==> src/rtl/fsm_out_deser.sv <==
// Deserializes the Mealy FSM's y_out stream into WIDTH-bit MSB-first words behind a
// registered valid/ready port with a sticky overrun flag. Define DESER_ONES_COUNT_EN to add ones_cnt.
module fsm_out_deser #(
  parameter int WIDTH = 8
) (
  input  logic             clk,
  input  logic             reset,
  input  logic             y_in,
  input  logic             bit_en,
  input  logic             data_ready,
  output logic [WIDTH-1:0] data_out,
  output logic             data_valid,
`ifdef DESER_ONES_COUNT_EN
  output logic [$clog2(WIDTH+1)-1:0] ones_cnt,
`endif
  output logic             overrun
);

  localparam int CW = $clog2(WIDTH);
  localparam int OW = $clog2(WIDTH+1);

  typedef enum logic {EMPTY, FULL} state_t;

  state_t           state_q, state_d;
  logic [WIDTH-2:0] sr_q, sr_d;
  logic [CW-1:0]    cnt_q, cnt_d;
  logic [WIDTH-1:0] data_q, data_d;
  logic             ovr_q, ovr_d;
  logic [WIDTH-1:0] word;
  logic             done;
  logic             load;

  always_comb begin
    word  = {sr_q, y_in};
    done  = bit_en && (cnt_q == CW'(WIDTH-1));
    sr_d  = sr_q;
    cnt_d = cnt_q;
    if (bit_en) begin
      sr_d  = word[WIDTH-2:0];
      cnt_d = done ? '0 : cnt_q + 1'b1;
    end

    state_d = state_q;
    ovr_d   = ovr_q;
    load    = 1'b0;
    case (state_q)
      EMPTY: begin
        if (done) begin
          load    = 1'b1;
          state_d = FULL;
        end
      end
      FULL: begin
        // A consume on the completing edge frees the slot, so the new word replaces it.
        if (data_ready) begin
          if (done) load = 1'b1;
          else      state_d = EMPTY;
        end else if (done) begin
          ovr_d = 1'b1;
        end
      end
      default: state_d = EMPTY;
    endcase

    data_d = load ? word : data_q;
  end

  always_ff @(posedge clk) begin
    if (reset) begin
      state_q <= EMPTY;
      sr_q    <= '0;
      cnt_q   <= '0;
      data_q  <= '0;
      ovr_q   <= 1'b0;
    end else begin
      state_q <= state_d;
      sr_q    <= sr_d;
      cnt_q   <= cnt_d;
      data_q  <= data_d;
      ovr_q   <= ovr_d;
    end
  end

  assign data_out   = data_q;
  assign data_valid = (state_q == FULL);
  assign overrun    = ovr_q;

`ifdef DESER_ONES_COUNT_EN
  logic [OW-1:0] ones_q, ones_d;

  always_comb begin
    ones_d = ones_q;
    if (load) begin
      ones_d = '0;
      for (int i = 0; i < WIDTH; i++) ones_d = ones_d + OW'(word[i]);
    end
  end

  always_ff @(posedge clk) begin
    if (reset) ones_q <= '0;
    else       ones_q <= ones_d;
  end

  assign ones_cnt = ones_q;
`endif

endmodule

==> config.mk <==
export PLATFORM = sky130hd
export DESIGN_NAME = fsm_out_deser
export DESIGN_NICKNAME = d
export VERILOG_FILES = /design/src/rtl/fsm_out_deser.sv
export SDC_FILE = /design/constraint.sdc
export NUM_CORES = 1
export LEC_CHECK = 0
export BUFFER_PORTS_ARGS = -buffer_cell sky130_fd_sc_hd__buf_2
export CORE_UTILIZATION = 39
export CTS_BUF_LIST = sky130_fd_sc_hd__clkbuf_2
export CTS_CLUSTER_DIAMETER = 80
export DETAILED_ROUTE_END_ITERATION = 6
export PLACE_DENSITY_LB_ADDON = 0.1
export SETUP_SLACK_MARGIN = 0.02
export SLEW_MARGIN = 15
export SYNTH_ARGS = -nofsm -noshare
export SYNTH_HDL_FRONTEND = slang
export SYNTH_SLANG_ARGS = --single-unit
==> constraint.sdc <==
create_clock -name clk -period 1.5 [get_ports clk]
set_clock_uncertainty 0.15 [all_clocks]
set_input_delay 0.15 -clock clk [delete_from_list [all_inputs] [get_ports clk]]
set_output_delay 0.15 -clock clk [all_outputs]
set_load 0.1 [all_outputs]
==> results of run 1 <==
-- cells by family after synthesis --
logic type,Yosys count
adders and majority gates,2
buffers and inverters,5
DFF,20
muxes,17
and+or+nand+nor,33
AOI/OAI and AO/OA,3
-- report_power, final --
| group | internal, mW | total (mW) | switching, mW |
|---|---|---|---|
| clock | 0.0580 | 0.217 | 0.159 |
| sequential | 0.541 | 0.547 | 0.00593 |
| combinational | 0.0287 | 0.0551 | 0.0264 |
-- timing repair --
item,CTS,global route
endpoints found under the setup margin,0,13
hold endpoints to repair,2,0
gates resized for setup,0,10
hold buffers,1,0
-- cell usage in the layout, fill, tap and decap left out, types with 2 or more instances in the layout --
cell,synthesis,final
nand2b_1,16,16
nor2_1,12,12
dfxtp_2,0,2
dfxtp_1,20,18
clkbuf_4,0,5
a21oi_1,2,2
buf_4,1,2
mux2i_1,17,17
clkbuf_2,0,3
buf_2,0,9
-- registers in the layout, summed over array words and instances (netlist names) --
name,cells
data_valid,1
overrun,1
sr_q,7
cnt_q,3
data_out,8
-- worst max-delay path, cell delays in order, from the launching register on --
cell     delay, ns
dfxtp_2       0.38
ha_2          0.19
ha_4          0.14
nand2_4       0.06
nor2_8        0.22
mux2i_1       0.21
-- area by class of cell --
class                   instances  area share, %
multi-input cells              55           43.3
flip-flops and latches         20           40.6
repair buffers                 17           10.8
well taps                      27           3.40
clock buffers                   3           1.51
clock inverters                 1          0.378
-- layer usage --
| metal | vias to the layer above | routed length (um) | track usage [%] |
|---|---|---|---|
| met5 | - | 0 | 0 |
| met2 | 14 | 457 | 13.7 |
| met1 | 239 | 678 | 15.7 |
| li1 | 293 | - | - |
| met3 | 5 | 60 | 2.80 |
| met4 | 0 | 42 | 10.3 |
-- per-stage QoR --
stage / power [mW] / hold slack (ns) / cell area [um^2] / setup WS, ns
6_report: 0.818 / 0.0631 / 992 / 0.0833
4_1_cts: 0.833 / 0.0393 / 958 / 0.0577
5_1_grt: 0.870 / 0.0526 / 992 / 0.00405
2_1_floorplan: 0.607 / 0.147 / 863 / 0.126
3_5_place_dp: 0.609 / 0.272 / 930 / 0.0892
3_3_place_gp: 0.609 / 0.260 / 930 / 0.113
-- worst paths after layout --
check | cells past startpoint | to | startpoint | slack (ns)
worst max-delay path | 5 | data_out[1] | cnt_q[0] | 0.08
worst min-delay path | 3 | cnt_q[2] | bit_en | 0.06
worst max register to register | 5 | data_out[1] | cnt_q[0] | 0.08
worst min register to register | 2 | data_out[7] | data_out[7] | 0.33
==> impl_metrics.env, run 1 <==
export IMPL_peakVddDrop_v=0.000360
export IMPL_synth_compound_area_share_pct=1.89
export IMPL_fin_crit_sh_pct=94.4
export IMPL_die_y_um=49.0
export IMPL_die_w_um=49.0
export IMPL_min_period_ns=1.42
export IMPL_regArea_um2=403
export IMPL_synth_top_flop_cell="dfxtp_1"
export IMPL_antenna_cells=0
export IMPL_cp_max_fo=8
export IMPL_synth_edf_count=0
export IMPL_die_area_mm2=0.00240
export IMPL_yosysMostFrequentCell="dfxtp_1"
export IMPL_fillCellCount=198
export IMPL_viasPerCell=4.48
export IMPL_clk_pin_slew_ns=0.17
export IMPL_rsz0062_at_grt="no"
export IMPL_crit_path_end_kind="register"
export IMPL_ios=15
export IMPL_wl_per_cell_um=10.1
export IMPL_cts_num_sinks=20
export IMPL_syn_num_nets=87
export IMPL_synth_top_area_share_pct=46.4
export IMPL_root_buffer="clkbuf_2"
export IMPL_ant_nets=0
export IMPL_max_slew_margin_rel_pct=68.0
export IMPL_drive_gt1_share_pct=28.1
export IMPL_groute_usage_overall_pct=11.2
export IMPL_synth_area_top_cells="dfxtp_1, mux2i_1, nand2b_1"
export IMPL_hold_viol=0
export IMPL_start_kind="register"
export IMPL_overflow=0
export IMPL_fin_tns_setup_ns=0
export IMPL_core_rowCount=16
export IMPL_slew_viol_final=0
export IMPL_port_buffers=14
export IMPL_synth_area_leader_cell="dfxtp_1"
export IMPL_required_ns=1.61
export IMPL_drt_pass1_iterations=2
export IMPL_gp_congestion=0.676
export IMPL_power_leakage_nw=0.403
export IMPL_post_cts_buffers=0
export IMPL_yosys_cell_types_count=14
export IMPL_area_growth_pct=15.1
export IMPL_totalWireLength_mm=1.24
export IMPL_drtIter0Drc=3
export IMPL_layout_nets=104
export IMPL_ys_ff_latch=20
export IMPL_clock_latency_ns=0.31
export IMPL_syn_inst=80
export IMPL_cap_violations=0
export IMPL_synth_commonest_cells="dfxtp_1, mux2i_1, nand2b_1"
export IMPL_antenna_found_initial=0
export IMPL_cts_buffers=3
export IMPL_layout_cells_non_filler=123
export IMPL_path_class="register to register"
export IMPL_first_global_vias=446
export IMPL_seq_area_frac_synth_pct=46.4
export IMPL_multiInputGateArea_um2=429
export IMPL_synth_top_family_by_area="simple AND/OR/NAND/NOR gates"
export IMPL_synth_area_um2=862
export IMPL_pwr_density_cell_mw_per_mm2=825
export IMPL_worstMarginPinSlew_ns=0.484
export IMPL_cts_tree="done"
export IMPL_async_flop_share_pct=0
export IMPL_utilization_pct=49.1
export IMPL_ys_warn_count=0
export IMPL_dp_hpwl_um=821
export IMPL_start_util_pct=42.6
export IMPL_yosys_area_share_adder_pct=2.90
export IMPL_htree_levels=1
export IMPL_hold_class="input pin to register"
export IMPL_synth_area_mux_share_pct=19.7
export IMPL_fmax_mhz=706
export IMPL_synth_simple_area_share_pct=22.9
export IMPL_core_mm2=0.00202
export IMPL_grt_pass1_wl_mm=1.97
export IMPL_max_clock_path_buffers=2
export IMPL_crit_arrival_ns=1.52
export IMPL_num_vias=551
export IMPL_placed_cells=118
export IMPL_grt_max_degree=29
export IMPL_synth_xor_area_share_pct=0
export IMPL_status="completed"
export IMPL_drc_errors=0
export IMPL_syn_avg_cell_area_um2=10.8
export IMPL_setup_viol_count_final=0
No activity file was read; power rests on OpenSTA's default activity.
==> run 2: changes to the inputs <==
--- a/config.mk
+++ b/config.mk
@@ -7,8 +7,7 @@
 export LEC_CHECK = 0
 export BUFFER_PORTS_ARGS = -buffer_cell sky130_fd_sc_hd__buf_2
 export CORE_UTILIZATION = 39
-export CTS_BUF_LIST = sky130_fd_sc_hd__clkbuf_2
-export CTS_CLUSTER_DIAMETER = 80
+export CTS_CLUSTER_DIAMETER = 40
 export DETAILED_ROUTE_END_ITERATION = 6
 export PLACE_DENSITY_LB_ADDON = 0.1
 export SETUP_SLACK_MARGIN = 0.02
==> run 2 against run 1 <==
Net effect: combinational power about the same; clock power grew 40%; fmax rose by 0.74%; global-route usage decreased by 0.20 points; clock-buffer cell count is 1 higher; total power rose by 10%; flip-flop and latch count did not move; register-to-register slack about the same; largest power group unchanged.
==> impl_metrics.env, run 2 (synthesis results as in run 1) <==
export IMPL_switching_share_pct=20.7
export IMPL_fmax_mhz=711
export IMPL_power_frac_seq_pct=60.4
export IMPL_cap_violations=0
export IMPL_root_buffer="clkbuf_4"
export IMPL_grt_pass1_wl_mm=1.96
export IMPL_first_global_vias=447
export IMPL_start_util_pct=42.6
export IMPL_hold_viol=0
export IMPL_groute_usage_overall_pct=11.0
export IMPL_power_share_clock_pct=33.5
export IMPL_regArea_um2=403
export IMPL_overflow=0
export IMPL_fin_tns_setup_ns=0
export IMPL_drive_gt1_share_pct=29.2
export IMPL_hold_path_depth=2
export IMPL_hold_class="input pin to register"
export IMPL_num_vias=553
export IMPL_fin_crit_sh_pct=93.8
export IMPL_combPwrFrac_pct=6.1
export IMPL_drt_pass1_iterations=2
export IMPL_cp_max_fo=8
export IMPL_die_y_um=49.0
export IMPL_max_clock_path_buffers=2
export IMPL_required_ns=1.58
export IMPL_antenna_found_initial=0
export IMPL_switching_power_uw=187
export IMPL_largest_reg_flops=8
export IMPL_placed_cells=118
export IMPL_crit_path_end_kind="register"
export IMPL_clock_latency_ns=0.29
export IMPL_most_common_layout_cells="dfxtp_1, mux2i_1, nand2b_1"
export IMPL_viasPerCell=4.50
export IMPL_post_cts_buffers=0
export IMPL_ant_nets=0
export IMPL_cts_buffers=3
export IMPL_fillCellCount=202
export IMPL_p_int_uw=716
export IMPL_power_total_uw=903
export IMPL_path_buf_inv=0
export IMPL_layout_cells_non_filler=123
export IMPL_cp_cell_sequence="ha_2, ha_4, nand2_4, nor2_8, mux2i_1"
export IMPL_die_area_mm2=0.00240
export IMPL_worstHoldEndpoint="sr_q[3]"
export IMPL_port_buffers=14
export IMPL_max_slew_margin_rel_pct=67.9
export IMPL_power_leakage_nw=0.413
export IMPL_clk_pin_slew_ns=0.11
export IMPL_min_period_ns=1.41
export IMPL_die_w_um=49.0
export IMPL_wl_per_cell_um=10.0
export IMPL_path_class="register to register"
export IMPL_pwr_density_cell_mw_per_mm2=906
export IMPL_drtIter0Drc=4
export IMPL_layout_nets=104
export IMPL_grt_max_degree=29
export IMPL_peakVddDrop_v=0.000534
export IMPL_regToRegSetupSlack_ns=0.09
export IMPL_crit_arrival_ns=1.48
export IMPL_core_rowCount=16
export IMPL_drc_errors=0
export IMPL_core_mm2=0.00202
export IMPL_ios=15
export IMPL_cts_tree="done"
export IMPL_layout_commonest_cell="dfxtp_1"
export IMPL_setup_viol_count_final=0
export IMPL_rr_endpoint="data_out[1]"
export IMPL_status="completed"
export IMPL_totalWireLength_mm=1.23
export IMPL_reg2reg_from="cnt_q[0]"
export IMPL_htree_levels=1
export IMPL_min_from="reset"
export IMPL_antenna_cells=0
export IMPL_start_kind="register"
export IMPL_worstMarginPinSlew_ns=0.485
export IMPL_area_growth_pct=15.7
export IMPL_reg2regPathDepth=5
export IMPL_slowest_stage="dfxtp_2"
export IMPL_multiInputGateArea_um2=429
export IMPL_slew_viol_final=0
export IMPL_cpPeakStageDelay_ns=0.35
export IMPL_cts_num_sinks=20
export IMPL_crit_family="flip-flops"
export IMPL_dp_hpwl_um=821
export IMPL_gp_congestion=0.676
export IMPL_rsz0062_at_grt="no"
export IMPL_timing_hold_ws_ns=0.0981
## run 2: changes by cell type in the layout (fill, tap and decap cells not counted)
cell and delta:
clkbuf_2 -3, clkinv_1 -1, clkbuf_8 +1, clkbuf_4 -2, buf_2 +5
## run 2: layout make-up
| cell class | instances | share of cell area [%] |
|---|---|---|
| Timing Repair Buffer | 17 | 9.54 |
| Clock buffer | 4 | 3.64 |
| Multi-Input combinational cell | 55 | 43.0 |
| Sequential cell | 20 | 40.4 |
| Tap cell | 27 | 3.39 |
## run 2: how the worst max path moves through the flow
stage | endpoint | depth (start not counted) | startpoint
floorplan | data_out[0] | 2 | data_out[0]
global placement | data_out[1] | 5 | cnt_q[0]
detailed placement | data_out[1] | 5 | cnt_q[0]
CTS | data_out[1] | 5 | cnt_q[0]
global route | data_out[1] | 5 | cnt_q[0]
finish | data_out[1] | 5 | cnt_q[0]
## run 2: repair_timing
action | in CTS | in global routing
endpoints found under the setup margin | 0 | 6
hold endpoints to repair | 2 | 0
hold buffers | 1 | 0
resized for setup | 0 | 5
## run 2: power by group through the flow
| stage | Sequential [mW] | Combinational [mW] | Clock, mW |
|---|---|---|---|
| 3_3_place_gp | 0.557 | 0.0518 | 0 |
| 5_1_grt | 0.547 | 0.0620 | 0.349 |
| 3_5_place_dp | 0.557 | 0.0515 | 0 |
| 2_1_floorplan | 0.556 | 0.0514 | 0 |
| 6_report | 0.546 | 0.0552 | 0.303 |
| 4_1_cts | 0.545 | 0.0538 | 0.322 |
## run 2: per-layer routing
layer | share of wire [%] | global-route usage (%) | wire (um)
met5 | 0 | 0 | 0
met4 | 1.1 | 8.82 | 14
met3 | 4.6 | 2.80 | 56
met2 | 39 | 13.7 | 480
met1 | 55 | 15.7 | 679
## run 2: through the flow
step,area (um^2),utilization (%),setup slack (ns)
final,997,49.3,0.0937
after global routing,997,49.3,0.0179
after CTS,976,48.3,0.0692
after detailed placement,930,46.0,0.0892
after global placement,930,46.0,0.113
after floorplan,863,-,0.126
==> run 3: changes to the inputs <==
--- a/config.mk
+++ b/config.mk
@@ -5,6 +5,7 @@
 export SDC_FILE = /design/constraint.sdc
 export NUM_CORES = 1
 export LEC_CHECK = 0
+export ABC_AREA = 1
 export BUFFER_PORTS_ARGS = -buffer_cell sky130_fd_sc_hd__buf_2
 export CORE_UTILIZATION = 39
 export CTS_CLUSTER_DIAMETER = 40
==> run 3 against run 2 <==
Net effect: die area rose by 0.29%; fmax rose by 1.3%; first-iteration DRC count rose by 130%; sequential share of layout area barely moved; via count rose by 23%; final area rose by 0.50%; hold slack got worse by 0.041 ns; clock-buffer cell count did not move; flip-flop and latch count did not move; synthesized cell count rose by 25%; wire length rose by 19%; largest cell class is now registers; largest power group unchanged.
==> impl_metrics.env, run 3 <==
export IMPL_core_mm2=0.00202
export IMPL_ys_ff_latch=20
export IMPL_cts_num_sinks=20
export IMPL_fin_crit_sh_pct=92.5
export IMPL_synth_area_um2=865
export IMPL_reg2regPathDepth=6
export IMPL_clock_latency_ns=0.29
export IMPL_grt_pass1_wl_mm=2.38
export IMPL_antenna_found_initial=0
export IMPL_syn_inst=100
export IMPL_synth_top_flop_cell="dfxtp_1"
export IMPL_power_leakage_nw=0.440
export IMPL_fmax_mhz=721
export IMPL_cts_buffers=3
export IMPL_yosysMostFrequentCell="dfxtp_1"
export IMPL_setup_viol_count_final=0
export IMPL_power_share_clock_pct=29.2
export IMPL_pwr_density_cell_mw_per_mm2=885
export IMPL_seq_area_frac_synth_pct=46.3
export IMPL_area_growth_pct=15.9
export IMPL_place_area_um2=922
export IMPL_viasPerCell=4.68
export IMPL_crit_family="buffers and inverters"
export IMPL_htree_levels=1
export IMPL_cts_tree="done"
export IMPL_path_buf_inv=1
export IMPL_reg2reg_from="cnt_q[0]"
export IMPL_hold_path_depth=3
export IMPL_layout_commonest_cell="dfxtp_1"
export IMPL_timing_hold_ws_ns=0.0576
export IMPL_yosys_cell_types_count=20
export IMPL_rr_endpoint="data_out[7]"
export IMPL_hold_class="input pin to register"
export IMPL_switching_power_uw=208
export IMPL_die_w_um=49.1
export IMPL_synth_commonest_cells="dfxtp_1, a21oi_1, inv_1"
export IMPL_die_area_mm2=0.00241
export IMPL_combPwrFrac_pct=8.1
export IMPL_p_int_uw=679
export IMPL_ys_warn_count=0
export IMPL_cap_violations=0
export IMPL_rsz0062_at_grt="no"
export IMPL_cp_max_fo=3
export IMPL_dp_hpwl_um=981
export IMPL_core_rowCount=16
export IMPL_antenna_cells=0
export IMPL_synth_top_area_share_pct=46.3
export IMPL_largest_reg_flops=8
export IMPL_stdcell_area_mm2=0.00100
export IMPL_drc_errors=0
export IMPL_peakVddDrop_v=0.000510
export IMPL_max_clock_path_buffers=2
export IMPL_layout_nets=126
export IMPL_placed_cells=137
export IMPL_first_global_vias=592
export IMPL_num_vias=679
export IMPL_groute_usage_overall_pct=12.6
export IMPL_slowest_stage="buf_2"
export IMPL_worstMarginPinSlew_ns=0.486
export IMPL_syn_num_nets=107
export IMPL_clk_pin_slew_ns=0.11
export IMPL_async_flop_share_pct=0
export IMPL_totalWireLength_mm=1.46
export IMPL_drt_pass1_iterations=5
export IMPL_syn_avg_cell_area_um2=8.65
export IMPL_max_slew_margin_rel_pct=67.8
export IMPL_place_ws_ns=0.0237
export IMPL_most_common_layout_cells="dfxtp_1, buf_2, a21oi_1"
export IMPL_cpPeakStageDelay_ns=0.42
export IMPL_crit_path_end_kind="output port"
export IMPL_path_class="register to output port"
export IMPL_crit_arrival_ns=1.09
export IMPL_hold_viol=0
export IMPL_port_buffers=14
export IMPL_start_util_pct=42.8
export IMPL_slew_viol_final=0
export IMPL_synth_area_leader_cell="dfxtp_1"
export IMPL_required_ns=1.20
export IMPL_switching_share_pct=23.4
export IMPL_final_setup_worst_slack_ns=0.112
export IMPL_worstHoldEndpoint="cnt_q[0]"
export IMPL_power_frac_seq_pct=62.7
export IMPL_status="completed"
export IMPL_ant_nets=0
export IMPL_drive_gt1_share_pct=32.2
export IMPL_drtIter0Drc=9
export IMPL_cp_cell_sequence="buf_2"
export IMPL_gp_congestion=0.668
export IMPL_layout_cells_non_filler=145
export IMPL_overflow=0
export IMPL_fillCellCount=212
export IMPL_wl_per_cell_um=10.1
export IMPL_grt_max_degree=18
export IMPL_start_kind="register"
export IMPL_root_buffer="clkbuf_4"
export IMPL_post_cts_buffers=0
export IMPL_min_period_ns=1.39
export IMPL_ios=15
export IMPL_die_y_um=49.1
export IMPL_synth_edf_count=0
export IMPL_regToRegSetupSlack_ns=0.11
export IMPL_synth_area_top_cells="dfxtp_1, a21oi_2, a21oi_1"
export IMPL_min_from="bit_en"
export IMPL_fin_tns_setup_ns=0
-- run 3: cell types whose count changed in the layout (fill, tap and decap cells not counted), moves of 8 or more --
| cell | delta |
|---|---|
| a21oi_1 | +9 |
| a21oi_2 | +8 |
| inv_1 | +10 |
| mux2i_1 | -17 |
| nand2_1 | +10 |
| nand2b_1 | -16 |
| o21ai_0 | +8 |
-- run 3: power groups by stage --
stage / registers (mW) / clock network, mW / logic (mW)
floorplan: 0.568 / 0 / 0.0511
global placement: 0.567 / 0 / 0.0649
CTS: 0.555 / 0.265 / 0.0719
global route: 0.558 / 0.304 / 0.0841
finish: 0.556 / 0.259 / 0.0719
detailed placement: 0.568 / 0 / 0.0655
-- run 3: logic make-up after synthesis --
kind of cell / after synthesis / synth area share, %
AND/OR/NAND/NOR: 32 / 17.9
buffers and inverters: 18 / 12.9
flip-flops: 20 / 46.3
adder cells (fa/ha/maj): 2 / 2.89
AO/OA/AOI/OAI: 28 / 20.0
-- run 3: cell type report --
class                   count  area, um^2  area share, %
repair inverters            1        8.76          0.874
well taps                  27        33.8           3.37
clock buffers               4        26.3           2.62
inverters                  13        65.1           6.49
repair buffers             18         108           10.7
flip-flops and latches     20         405           40.4
multi-input cells          62         355           35.5
-- run 3: layer usage --
layer	GRT usage (%)	up-vias	wire (um)
li1	-	360	-
met4	4.41	0	0
met5	0	-	0
met3	2.80	0	51
met2	21.0	13	666
met1	15.9	306	742
-- run 3: how the worst max path moves through the flow --
stage / slack, ns / depth (start not counted) / end / startpoint
floorplan: 0.08 / 7 / data_out[7] / cnt_q[0]
global placement: 0.10 / 7 / data_out[5] / cnt_q[0]
detailed placement: 0.02 / 7 / data_out[0] / cnt_q[0]
CTS: 0.04 / 7 / data_out[0] / cnt_q[0]
global route: 0.02 / 7 / data_out[3] / cnt_q[0]
finish: 0.11 / 1 / data_valid / data_valid
-- run 3: metrics by stage --
stage	total power, mW	util (%)
floorplan	0.619	-
global placement	0.632	45.6
detailed placement	0.633	45.6
CTS	0.892	48.5
global route	0.946	49.6
finish	0.887	49.6
-- run 3: repair_timing --
item                                    4_1_cts  5_1_grt
hold buffers                                  3        0
hold endpoints to repair                      4        0
resized for setup                             1        4
endpoints found under the setup margin        1       10
pin swaps                                     0        1
gates cloned                                  0        1
-- run 3: tightest hold or removal path, stage by stage --
cell	delay [ns]
buf_2	0.15
a21oi_1	0.08
o21a_1	0.10
